$ cat config.mk
export PLATFORM = sky130hd
export DESIGN_NAME = stream_demux2_flat
export DESIGN_NICKNAME = d
export VERILOG_FILES = /design/src/rtl/stream_demux2_if.sv /design/src/rtl/stream_demux2.sv /design/src/flat_wrapper.sv
export SDC_FILE = /design/constraint.sdc
export NUM_CORES = 1
export LEC_CHECK = 0
export CAP_MARGIN = 20
export CORE_AREA = 2 2 101 103
export CTS_BUF_LIST = sky130_fd_sc_hd__clkbuf_8
export DETAILED_ROUTE_END_ITERATION = 8
export DIE_AREA = 0 0 103 105
export PLACE_DENSITY = 0.82
export SLEW_MARGIN = 20
export SYNTH_ARGS = -nofsm -noshare
export SYNTH_HDL_FRONTEND = slang
export SYNTH_SLANG_ARGS = --single-unit
$ cat constraint.sdc
create_clock -name clk -period 2.87 [get_ports clk]
set_clock_uncertainty 0.05 [all_clocks]
set_input_delay 0.574 -clock clk [delete_from_list [all_inputs] [get_ports clk]]
set_output_delay 0.574 -clock clk [all_outputs]
set_load 0.02 [all_outputs]
$ cat src/rtl/stream_demux2_if.sv
// Valid/ready bundle for stream_demux2: one source stream and two sink streams.
// The slave modport is the demultiplexer's view; master is the environment's view.
interface stream_demux2_if #(
   parameter int WIDTH = 32
);
   logic             in_valid;
   logic             in_ready;
   logic [WIDTH-1:0] in_data;
   logic             in_sel;
   logic             out0_valid;
   logic             out0_ready;
   logic [WIDTH-1:0] out0_data;
   logic             out1_valid;
   logic             out1_ready;
   logic [WIDTH-1:0] out1_data;

   modport slave (
      input  in_valid, in_data, in_sel, out0_ready, out1_ready,
      output in_ready, out0_valid, out0_data, out1_valid, out1_data
   );

   modport master (
      output in_valid, in_data, in_sel, out0_ready, out1_ready,
      input  in_ready, out0_valid, out0_data, out1_valid, out1_data
   );
endinterface

$ cat src/rtl/stream_demux2.sv
// Registered 1-to-2 stream demultiplexer with an independent 2-entry FIFO per sink.
// Optional per-sink push counters are enabled by defining STREAM_DEMUX2_STATS_EN.
module stream_demux2 #(
   parameter int WIDTH = 32
) (
   input  logic                clk,
   input  logic                reset,
   stream_demux2_if.slave      bus
`ifdef STREAM_DEMUX2_STATS_EN
   ,
   output logic [15:0]         out0_beats,
   output logic [15:0]         out1_beats
`endif
);

   logic [1:0]       cnt_r    [2];
   logic             wr_ptr_r [2];
   logic             rd_ptr_r [2];
   logic [WIDTH-1:0] mem_r    [2][2];

   logic [1:0]       push_s;
   logic [1:0]       pop_s;
   logic [1:0]       valid_s;
   logic             ready_s;

   // Handshake decode; ready looks only at the registered count of the selected FIFO.
   always_comb begin
      valid_s[0] = (cnt_r[0] != 2'd0);
      valid_s[1] = (cnt_r[1] != 2'd0);
      ready_s    = (cnt_r[bus.in_sel] != 2'd2);
      push_s[0]  = bus.in_valid & ready_s & ~bus.in_sel;
      push_s[1]  = bus.in_valid & ready_s &  bus.in_sel;
      pop_s[0]   = valid_s[0] & bus.out0_ready;
      pop_s[1]   = valid_s[1] & bus.out1_ready;
   end

   // Output drive: valid from count, data straight from the head entry.
   always_comb begin
      bus.in_ready   = ready_s;
      bus.out0_valid = valid_s[0];
      bus.out1_valid = valid_s[1];
      bus.out0_data  = mem_r[0][rd_ptr_r[0]];
      bus.out1_data  = mem_r[1][rd_ptr_r[1]];
   end

   // Pointer and count update; a simultaneous push and pop keeps the count.
   always_ff @(posedge clk or posedge reset) begin
      if (reset) begin
         for (int k = 0; k < 2; k++) begin
            cnt_r[k]    <= 2'd0;
            wr_ptr_r[k] <= 1'b0;
            rd_ptr_r[k] <= 1'b0;
         end
      end else begin
         for (int k = 0; k < 2; k++) begin
            if (push_s[k]) begin
               wr_ptr_r[k] <= ~wr_ptr_r[k];
            end else begin
               wr_ptr_r[k] <= wr_ptr_r[k];
            end
            if (pop_s[k]) begin
               rd_ptr_r[k] <= ~rd_ptr_r[k];
            end else begin
               rd_ptr_r[k] <= rd_ptr_r[k];
            end
            case ({push_s[k], pop_s[k]})
               2'b10:   cnt_r[k] <= cnt_r[k] + 2'd1;
               2'b01:   cnt_r[k] <= cnt_r[k] - 2'd1;
               default: cnt_r[k] <= cnt_r[k];
            endcase
         end
      end
   end

   // Payload storage is deliberately left without reset.
   always_ff @(posedge clk) begin
      for (int k = 0; k < 2; k++) begin
         if (push_s[k]) begin
            mem_r[k][wr_ptr_r[k]] <= bus.in_data;
         end
      end
   end

`ifdef STREAM_DEMUX2_STATS_EN
   logic [15:0] beats_r [2];

   // Free-running push counters, wrapping at 16 bits.
   always_ff @(posedge clk or posedge reset) begin
      if (reset) begin
         beats_r[0] <= 16'd0;
         beats_r[1] <= 16'd0;
      end else begin
         for (int k = 0; k < 2; k++) begin
            if (push_s[k]) begin
               beats_r[k] <= beats_r[k] + 16'd1;
            end else begin
               beats_r[k] <= beats_r[k];
            end
         end
      end
   end

   assign out0_beats = beats_r[0];
   assign out1_beats = beats_r[1];
`endif

endmodule

$ cat src/flat_wrapper.sv
// flat-port wrapper written by rule: the top's interface ports become plain ports
module stream_demux2_flat 
#(
   parameter int WIDTH = 32
)
  (clk, reset, bus_in_valid, bus_in_data, bus_in_sel, bus_out0_ready, bus_out1_ready, bus_in_ready, bus_out0_valid, bus_out0_data, bus_out1_valid, bus_out1_data);
  stream_demux2_if #(.WIDTH(WIDTH)) bus_i ();
  input  logic clk;
  input  logic reset;
  input wire logic [$bits(bus_i.in_valid)-1:0] bus_in_valid;
  input wire logic [$bits(bus_i.in_data)-1:0] bus_in_data;
  input wire logic [$bits(bus_i.in_sel)-1:0] bus_in_sel;
  input wire logic [$bits(bus_i.out0_ready)-1:0] bus_out0_ready;
  input wire logic [$bits(bus_i.out1_ready)-1:0] bus_out1_ready;
  output wire logic [$bits(bus_i.in_ready)-1:0] bus_in_ready;
  output wire logic [$bits(bus_i.out0_valid)-1:0] bus_out0_valid;
  output wire logic [$bits(bus_i.out0_data)-1:0] bus_out0_data;
  output wire logic [$bits(bus_i.out1_valid)-1:0] bus_out1_valid;
  output wire logic [$bits(bus_i.out1_data)-1:0] bus_out1_data;
  assign bus_i.in_valid = bus_in_valid;
  assign bus_i.in_data = bus_in_data;
  assign bus_i.in_sel = bus_in_sel;
  assign bus_i.out0_ready = bus_out0_ready;
  assign bus_i.out1_ready = bus_out1_ready;
  assign bus_in_ready = bus_i.in_ready;
  assign bus_out0_valid = bus_i.out0_valid;
  assign bus_out0_data = bus_i.out0_data;
  assign bus_out1_valid = bus_i.out1_valid;
  assign bus_out1_data = bus_i.out1_data;
  stream_demux2 #(.WIDTH(WIDTH)) u_core (.clk(clk), .reset(reset), .bus(bus_i));
endmodule
=== Word level (Yosys, flattened, before mapping) ===
Memories as Yosys holds them, arrays and structs flattened.
Cells that the tools add are included.

* Register bits after elaboration: 8
* Memory bits (writable): 128
* Input port bits: 38
* Output and inout port bits: 67
* Logic and storage cells: 67
* Memories: 1

{| class="wikitable"
|+ Memory list
! name !! words !! width !! rd ports !! clocked after memory_dff !! wr ports !! line !! RTL
|-
| u_core.mem_r || 2 || 64 || 2 || 0 || 1 || stream_demux2.sv:19 || <nowiki>logic [WIDTH-1:0] mem_r [2][2];</nowiki>
|}

* Add/sub/neg operators: 4
* $lt $le $gt $ge: 7
* Equality and inequality tests: 5
* Muxes and demuxes: 22
* Bitwise gates (word level): 15
* Reduce and logical (&&, ||, !) cells: 7

{| class="wikitable"
|+ Operator list
! cell !! number
|-
| $mux W32 || 8
|-
| $mux W64 || 4
|-
| $demux W32 S1 || 2
|-
| $reduce_or A64 Y1 || 1
|-
| $ge A2 B2 Y1 const B || 5
|-
| $not A1 Y2 || 5
|-
| $pmux W2 S2 || 2
|-
| $reduce_bool A2 Y1 || 4
|-
| $mux W2 || 3
|-
| $and A1 B1 Y1 || 5
|-
| $not A1 Y1 || 5
|-
| $add A2 B1 Y2 const B || 2
|-
| $eq A2 B1 Y1 const B || 2
|-
| $eq A2 B2 Y1 const B || 2
|-
| $lt A2 B1 Y1 const B || 2
|-
| $sub A2 B1 Y2 const B || 2
|-
| $mux W1 || 3
|-
| $logic_and A1 B1 Y1 || 2
|-
| $ne A2 B2 Y1 const B || 1
|}

=== Longest topological paths before layout ===
Gate-level depths: netlist of run 1.

* Depth in word-level cells: 11
* Depth in mapped cells: 6
* Gate-level depth less buffers: 6

=== Least setup slack after synthesis of run 1 ===
No wires, ideal clock.

* Path kind: input to register
* Start point: in bus_in_sel
* End point: mem u_core.mem_r[0][0] (netlist bit), enable pin
* Library setup time: 421 ps
* Arrival time: 2176 ps
* Path slack: 223 ps
* Stages: 2
* Path buffers: 0
* Path through: nand3b_1 nor2_1

* Word-level cells in the longest chain between the ends: 11
* Elaborated cells on any way between the ends: 16
* Classes of those cells: 1 x eq/ne; 9 x mux; 5 x bitwise; 1 x reduce/logical

{| class="wikitable"
|+ Ends and longest elaborated chain
! what !! line !! RTL
|-
| from (decl) || flat_wrapper.sv:12 || <nowiki>input wire logic [$bits(bus_i.in_sel)-1:0] bus_in_sel;</nowiki>
|-
| $not A1 Y2 (not written as such) || stream_demux2.sv:30 || <nowiki>ready_s = (cnt_r[bus.in_sel] != 2'd2);</nowiki>
|-
| $mux W2 (not written as such) (3 in a row) || stream_demux2.sv:30 ||
|-
| $ne A2 B2 Y1 || stream_demux2.sv:30 ||
|-
| $and A1 B1 Y1 || stream_demux2.sv:31, stream_demux2.sv:32 ||
|-
| $and A1 B1 Y1 || stream_demux2.sv:32 || <nowiki>push_s[1] = bus.in_valid & ready_s & bus.in_sel;</nowiki>
|-
| $mux W1 || stream_demux2.sv:78 || <nowiki>if (push_s[k]) begin</nowiki>
|-
| $mux W64 (not written as such) || stream_demux2.sv:79 || <nowiki>mem_r[k][wr_ptr_r[k]] <= bus.in_data;</nowiki>
|-
| $reduce_or A64 Y1 (no source line) || n/a ||
|-
| $mux W1 (no source line) or $mux W64 (tied branches) || n/a ||
|-
| to (decl) || stream_demux2.sv:19 ||
|}

Parallel ways exist; a longest one is shown, timed or not. The select of a mux whose other input is x is not followed.

=== Worst setup path in the final report of run 1 ===
* Start point: reg u_core.rd_ptr_r[1] (netlist bit)
* End point: out bus_out0_data[0]

* Word-level cells in the longest chain between the ends: 4

{| class="wikitable"
|+ Ends and longest elaborated chain
! what !! line !! RTL
|-
| from (decl) || stream_demux2.sv:18 || <nowiki>logic rd_ptr_r [2];</nowiki>
|-
| from (signal, indexed assignment) || stream_demux2.sv:62 || <nowiki>rd_ptr_r[k] <= ~rd_ptr_r[k];</nowiki>
|-
| from (signal, indexed assignment) || stream_demux2.sv:64 || <nowiki>rd_ptr_r[k] <= rd_ptr_r[k];</nowiki>
|-
| $not A1 Y2 (not written as such) || stream_demux2.sv:42 || <nowiki>bus.out0_data = mem_r[0][rd_ptr_r[0]];</nowiki>
|-
| $mux W32 (not written as such) (3 in a row) || stream_demux2.sv:42 ||
|-
| to (decl) || flat_wrapper.sv:17 || <nowiki>output wire logic [$bits(bus_i.out0_data)-1:0] bus_out0_data;</nowiki>
|}

No other way between the ends. The select of a mux whose other input is x is not followed.

==> results of run 1 <==
state kept, by name (all words and copies together), names as in the netlist:
register / flops
u_core.cnt_r: 4
u_core.mem_r: 128
u_core.rd_ptr_r: 2
u_core.wr_ptr_r: 2
power by group through the flow:
stage / Clock, mW / Sequential, mW / Combinational, mW
2_1_floorplan: 0 / 2.61 / 1.45
3_3_place_gp: 0 / 2.67 / 2.31
3_5_place_dp: 0 / 2.69 / 2.34
4_1_cts: 1.81 / 2.65 / 2.35
5_1_grt: 1.89 / 2.68 / 2.46
6_report: 1.77 / 2.65 / 2.32
cell families (layout without fill, tap and decap cells):
| kind of cell | after synthesis | after routing | synth area share |
|---|---|---|---|
| multiplexers | 65 | 65 | 0.147 |
| adder cells (fa/ha/maj) | 2 | 2 | 0.00492 |
| flip-flops | 136 | 136 | 0.795 |
| AND/OR/NAND/NOR | 14 | 14 | 0.0162 |
| XOR/XNOR | 10 | 10 | 0.0172 |
| buffers and inverters | 11 | 150 | 0.0199 |
cell usage in the layout (no fill, tap or decap), drive strengths merged:
| cell | netlist | routed |
|---|---|---|
| edfxtp | 128 | 128 |
| clkdlybuf4s50 | 0 | 104 |
| mux2 | 65 | 65 |
| clkbuf | 0 | 19 |
| buf | 8 | 11 |
| dfrtp | 8 | 8 |
| xnor2 | 6 | 6 |
| nor2 | 6 | 6 |
| bufinv | 0 | 5 |
| xor2 | 4 | 4 |
| inv | 3 | 4 |
| clkinvlp | 0 | 4 |
| clkinv | 0 | 3 |
| nand2b | 2 | 2 |
| or2 | 2 | 2 |
| and2 | 2 | 2 |
| ha | 2 | 2 |
| nand3 | 1 | 1 |
| nand3b | 1 | 1 |
cell type report:
class / count / area (sq um) / area share
Multi-Input combinational cell: 91 / 972 / 0.142
Tap cell: 133 / 166 / 0.0244
Sequential cell: 136 / 4050 / 0.593
Timing Repair Buffer: 115 / 1160 / 0.170
Inverter: 3 / 11.3 / 0.00165
Clock buffer: 19 / 262 / 0.0383
Clock inverter: 13 / 203 / 0.0297
per-stage QoR:
stage / hold WS [ns] / cell area (sq um) / utilization
after floorplan: 0.340 / 5090 / -
after global placement: 0.433 / 6360 / 0.660
after detailed placement: 0.448 / 6360 / 0.660
after CTS: 0.345 / 6820 / 0.708
after global routing: 0.371 / 6820 / 0.708
final: 0.363 / 6820 / 0.708
metal layers:
layer / vias up / global-route usage
met5: - / 0
met4: 0 / 0.0724
met3: 10 / 0.0716
met2: 88 / 0.294
met1: 1272 / 0.224
li1: 1175 / -
worst min path at each step:
stage                         start         endpoint  slack, ns  cells after the start
floorplan                     reset  u_core.cnt_r[0]       0.34                      1
global placement    u_core.cnt_r[1]  u_core.cnt_r[1]       0.43                      1
finish                        reset  u_core.cnt_r[3]       0.36                      2
global route                  reset  u_core.cnt_r[1]       0.37                      2
CTS                           reset  u_core.cnt_r[1]       0.34                      2
detailed placement  u_core.cnt_r[3]  u_core.cnt_r[3]       0.45                      1
worst reg2reg max path, delay by kind of cell, from the launching register on:
kind                   cells  cell delay, ns
buffers and inverters      1            0.27
flip-flops                 1            0.42
AND/OR/NAND/NOR            3            0.84
timing repair:
item                                    CTS  global route
resized for setup                         1             0
endpoints found under the setup margin   13             0
buffers inserted                          0             0
==> summary.txt, run 1 <==
Status
  • Status: finished clean

Drt
  • Top layer used by detailed routing: met4
  • Met3 wire len: 518 um
  • DR WL/cell: approximately 18 um
  • WL met2: 4780 um
  • Drt first-iter violations: just over 100
  • DRT Wirelength: approximately 9300 um
  • M1 WL: between 3000 and 4000 um
  • TritonRoute pass-1 iters: 4
  • Post-DRT Antenna Nets: 0
  • Drc violations: 0
  • Via count: approximately 2500
  • Via-per-instance ratio: approximately 5

Layout
  • Antenna fix cells: 0
  • Final Non-Filler Cells: roughly 500
  • Fill cell count: 654
  • Nets: between 400 and 500
  • Layout cells sized above 1: 0.310
  • Area growth syn-to-layout: 34.1%

GRT
  • Number of global-route vias before repair: about 2800
  • Tot GR Track Use: 0.184
  • Gr ovfl total: 0
  • First-pass GRT wire length: about 14000 um
  • Pin count of the biggest net entering global routing: 23
  • Initial antenna violation count: 0

Pwr
  • Power Internal: between 4 and 5 mW
  • VDD IR-drop max: 0.606 mV
  • Pwr Total: approximately 6.7 mW
  • Clock power share: 0.263
  • Pwr dens: between 900 and 1000 mW/mm^2
  • Sw Ratio: 0.293
  • Psw: 1.97 mW
  • Gate power share: 0.344
  • Leak Pwr: around 2.3 nW
  • Sequential power share: 0.393

Timing
  • Final hold violation count: 0
  • Final period utilization: 0.970
  • Measured slew at the worst slew-check pin: about 0.40 ns
  • RSZ-0062 raised after global routing: no
  • Fmax: approximately 360 MHz
  • Worst setup margin: just under 0.09 ns
  • Total Negative Setup Slacks: 0 ns
  • Crit path time final: 2.78 ns
  • Relative slew slack: 0.734
  • Endpoints failing setup: 0
  • Max-slew violations: 0

Critical path
  • Critical Path Source Type: flop
  • Slowest stage delay, CP: between 0.5 and 0.6 ns
  • Crit. End Element: output pin
  • Critical register-to-register path endpoint: u_core.mem_r[0][6]
  • Crit path max-delay family: buffers and inverters
  • Top fanout value on the critical path: 18
  • Worst EP arrival: approximately 2.2 ns
  • Slowest cell on crit path: dfrtp_4
  • Buf/Inv on CP: 2
  • Critical Path Start: u_core.rd_ptr_r[1]
  • WP depth: 3
  • Setup CP Type: flop to output pin
  • Reg2reg setup slack: just under 1 ns
  • CP Data Required Time: 2.25 ns
  • R2r worst-path depth: 4
  • Critical path, cell by cell: buf_12, mux2_2, clkdlybuf4s50_1
  • Reg2reg start: u_core.cnt_r[2]
  • Worst Setup EP: bus_out0_data[0]

Synth
  • Primary FF master, synth: edfxtp_1
  • Synth top cells by count: edfxtp_1 (128), mux2_2 (61), buf_6 (8), dfrtp_1 (8)
  • Yosys Warn Count: 0
  • Post-synth top area share: 0.756
  • Synth unique cells: 15
  • Most common cell in the synthesized netlist: edfxtp_1
  • Post-synthesis sequential area ratio: 0.795
  • Synthesized cell area: between 0.005 and 0.006 sq mm
  • Post-synth net total: approximately 280
  • Async set-reset flop share out of synthesis: 0.0588
  • FF+latch count, synth: about 140
  • Number of synthesized flops with an enable pin: approximately 130
  • Area leader, netlist: edfxtp_1
  • Mean area per synthesized cell: between 20 and 25 sq um
  • Synth area leaders: edfxtp_1 (76%), mux2_2 (14%), dfrtp_1 (3.9%), buf_6 (1.8%), mux2_4 (1.2%)
  • Cells after Synth: ~240

Die
  • Die area: 0.0108 sq mm
  • Initial Utilization: 0.528
  • Die Height: 105 um
  • Core Rows: 36
  • Die span in x: about 100 um
  • IO Count: 105
  • Core area: 0.00964 sq mm

Placement
  • GP Congestion: slightly above 0.7
  • HPWL Detailed: about 6100 um
  • Dpl ws: ~0.29 ns
  • PortBufs: between 100 and 150
  • # placed instances: between 400 and 500

Clock tree
  • Inserted Clock Buffers: 17
  • H-tree levels: 4
  • Reg clk slew, reported paths: roughly 0.070 ns
  • Clock sinks: 136
  • Worst-Skew Late Latency: roughly 0.42 ns
  • Hold bufs inserted after CTS: 0
  • Clk root buf: clkbuf_8
  • Buffer levels on the longest clock path: 2
  • CTS tree: yes

Hold path
  • Min-Delay Path Class: input port to async pin

Flow run
  • MaxCap Viol Count: 0
Power figures use the tool's default switching activity.
==> run 2, diff against run 1 <==
--- a/config.mk
+++ b/config.mk
@@ -6,11 +6,12 @@
 export NUM_CORES = 1
 export LEC_CHECK = 0
 export CAP_MARGIN = 20
-export CORE_AREA = 2 2 101 103
+export CORE_AREA = 2 2 86 121
 export CTS_BUF_LIST = sky130_fd_sc_hd__clkbuf_8
 export DETAILED_ROUTE_END_ITERATION = 8
-export DIE_AREA = 0 0 103 105
-export PLACE_DENSITY = 0.82
+export DIE_AREA = 0 0 88 123
+export HOLD_SLACK_MARGIN = 0.12
+export PLACE_DENSITY = 0.81
 export SLEW_MARGIN = 20
 export SYNTH_ARGS = -nofsm -noshare
 export SYNTH_HDL_FRONTEND = slang
==> constraint.sdc (replaced) <==
create_clock -name clk -period 3.25 [get_ports clk]
set_clock_uncertainty 0.05 [all_clocks]
set_input_delay 0.65 -clock clk [delete_from_list [all_inputs] [get_ports clk]]
set_output_delay 0.65 -clock clk [all_outputs]
set_load 0.02 [all_outputs]
==> summary.txt, run 2 (same netlist as run 1, synthesis figures left out) <==
Status
  • Status: finished clean

Layout
  • Antenna fix cells: 0 (unchanged)
  • Final Non-Filler Cells: 511 (+0.20%)
  • Layout cells sized above 1: 0.306 (-0.00449)
  • FF+latch area: 0.00405 sq mm (about the same)
  • Commonest non-fill, non-tap cell in the layout: edfxtp_1
  • Multi-input logic area: 972 sq um (unchanged)
  • Area growth syn-to-layout: 34.2% (about the same)
  • Fill cell count: 628 (-4.0%)
  • Max reg flops: 128 (unchanged)
  • Nets: 403 (-0.25%)
  • Most frequent cells in the layout: edfxtp_1 (128), clkdlybuf4s50_1 (104), mux2_2 (61)

Die
  • IO Count: 105 (unchanged)
  • Core Rows: 43 (+19%)
  • Initial Utilization: 0.522 (-0.00536)
  • Core area: 0.00974 sq mm (+1.0%)
  • Die area: 0.0108 sq mm (about the same)
  • Die span in x: 88 um (-15%)
  • Die Height: 123 um (+17%)

Drt
  • Via-per-instance ratio: 4.94 (-0.98%)
  • DR WL/cell: 17.8 um (-2.1%)
  • DRT Wirelength: 9110 um (-1.9%)
  • Drc violations: 0 (unchanged)
  • Drt first-iter violations: 109 (+6.9%)
  • Post-DRT Antenna Nets: 0 (unchanged)
  • Via count: 2525 (-0.79%)
  • TritonRoute pass-1 iters: 4 (unchanged)

GRT
  • First-pass GRT wire length: 14000 um (-3.0%)
  • Initial antenna violation count: 0 (unchanged)
  • Number of global-route vias before repair: 2691 (-2.7%)
  • Pin count of the biggest net entering global routing: 22 (-4.3%)
  • Tot GR Track Use: 0.182 (-0.00187)
  • Gr ovfl total: 0 (unchanged)

Critical path
  • Critical Path Source Type: flop
  • R2r worst-path depth: 4 (unchanged)
  • Critical register-to-register path endpoint: u_core.mem_r[0][24]
  • Critical Path Start: u_core.rd_ptr_r[1]
  • Reg2reg setup slack: 1.53 ns (+0.55 ns)
  • CP Data Required Time: 2.55 ns (+0.30 ns)
  • Setup CP Type: flop to output pin
  • Reg2reg start: u_core.cnt_r[2]
  • Top fanout value on the critical path: 18 (unchanged)
  • Crit. End Element: output pin
  • Worst EP arrival: 2.22 ns (+0.06 ns)

Timing
  • Total Negative Setup Slacks: 0 ns (unchanged)
  • Worst setup margin: 0.334 ns (+0.248 ns)
  • Relative slew slack: 0.705 (-0.0291)
  • Fmax: 343 MHz
  • Measured slew at the worst slew-check pin: 0.443 ns (+0.0448 ns)
  • RSZ-0062 raised after global routing: no
  • Crit path time final: slightly below 3 ns
  • Max-slew violations: 0 (unchanged)
  • Final period utilization: 0.897
  • Endpoints failing setup: 0 (unchanged)
  • Final hold violation count: 0 (unchanged)

Pwr
  • Gate power share: 0.332 (-0.012)
  • VDD IR-drop max: 0.603 mV (-0.52%)
  • Pwr dens: 883 mW/mm^2 (-11%)
  • Power Internal: 4.31 mW (-9.5%)
  • Sequential power share: 0.393 (about the same)
  • Clock power share: 0.275 (+0.012)
  • Leak Pwr: 2.35 nW (+0.56%)
  • Psw: 1.72 mW (-13%)
  • Sw Ratio: 0.285 (-0.00791)

Placement
  • HPWL Detailed: 5970 um (-1.6%)
  • PortBufs: 104 (unchanged)
  • Dpl ws: 0.518 ns (+0.232 ns)
  • GP Congestion: 0.703 (-1.7%)
  • # placed instances: 479 (+0.21%)

Hold path
  • Min-Delay Path Class: input port to async pin

Clock tree
  • Buffer levels on the longest clock path: 2 (unchanged)
  • Clk root buf: clkbuf_8
  • Reg clk slew, reported paths: 0.07 ns (about the same)
  • Hold bufs inserted after CTS: 0 (unchanged)
  • Clock sinks: 136 (unchanged)
  • Post-cts resize count: 0 (-1)
  • Worst-Skew Late Latency: 0.43 ns (about the same)
  • H-tree levels: 4 (unchanged)
  • CTS tree: yes
  • Inserted Clock Buffers: 17 (unchanged)
  • Setup Buffers After CTS: 0 (unchanged)

Flow run
  • MaxCap Viol Count: 0 (unchanged)
[run 2: cell count changes in the layout (fill, tap and decap cells not counted)]
cell        delta
clkinvlp_4     -3
bufinv_16      +2
clkbuf_8       -2
clkinv_1       +2
clkinv_2       +2
buf_12         -1
clkinv_4       -1
dfrtp_2        +1
dfrtp_4        -1
inv_1          -1
inv_6          +1
[run 2: layout make-up]
class / count / share of cell area
Multi-Input combinational cell: 91 / 0.142
Timing Repair Buffer: 114 / 0.167
Clock buffer: 17 / 0.0343
Sequential cell: 136 / 0.593
Tap cell: 135 / 0.0247
Inverter: 3 / 0.00165
Clock inverter: 15 / 0.0372
[run 2: power by group through the flow]
stage | registers [mW] | clock network [mW] | logic, mW
floorplan | 2.30 | 0 | 1.28
global placement | 2.39 | 0 | 2.00
detailed placement | 2.41 | 0 | 2.02
CTS | 2.37 | 1.69 | 2.03
global route | 2.40 | 1.77 | 2.11
finish | 2.37 | 1.66 | 2.00
[run 2: worst max-delay path: stages (launching register included)]
cell             delay, ns
dfrtp_2               0.65
buf_12                0.24
mux2_2                0.35
clkdlybuf4s50_1       0.55
[run 2: how the worst max path moves through the flow]
stage                         endpoint  slack, ns  depth (start not counted)
floorplan           u_core.mem_r[0][0]       0.53                          2
global placement          bus_in_ready       0.54                          3
detailed placement        bus_in_ready       0.52                          3
CTS                  bus_out0_data[22]       0.30                          3
global route         bus_out0_data[22]       0.24                          3
finish               bus_out0_data[22]       0.33                          3
[run 2: metrics by stage]
| stage | area [sq um] | power (mW) | util | hold slack (ns) |
|---|---|---|---|---|
| 2_1_floorplan | 5090 | 3.59 | - | 0.415 |
| 3_3_place_gp | 6340 | 4.39 | 0.651 | 0.432 |
| 3_5_place_dp | 6340 | 4.43 | 0.651 | 0.441 |
| 4_1_cts | 6830 | 6.09 | 0.701 | 0.401 |
| 5_1_grt | 6830 | 6.28 | 0.701 | 0.438 |
| 6_report | 6830 | 6.03 | 0.701 | 0.414 |
[run 2: routing by layer]
layer,track usage,wire (um),share of wire
met3,0.0547,371,0.041
met2,0.311,4930,0.54
met1,0.207,3630,0.40
met5,0,0,0
met4,0.0885,176,0.019
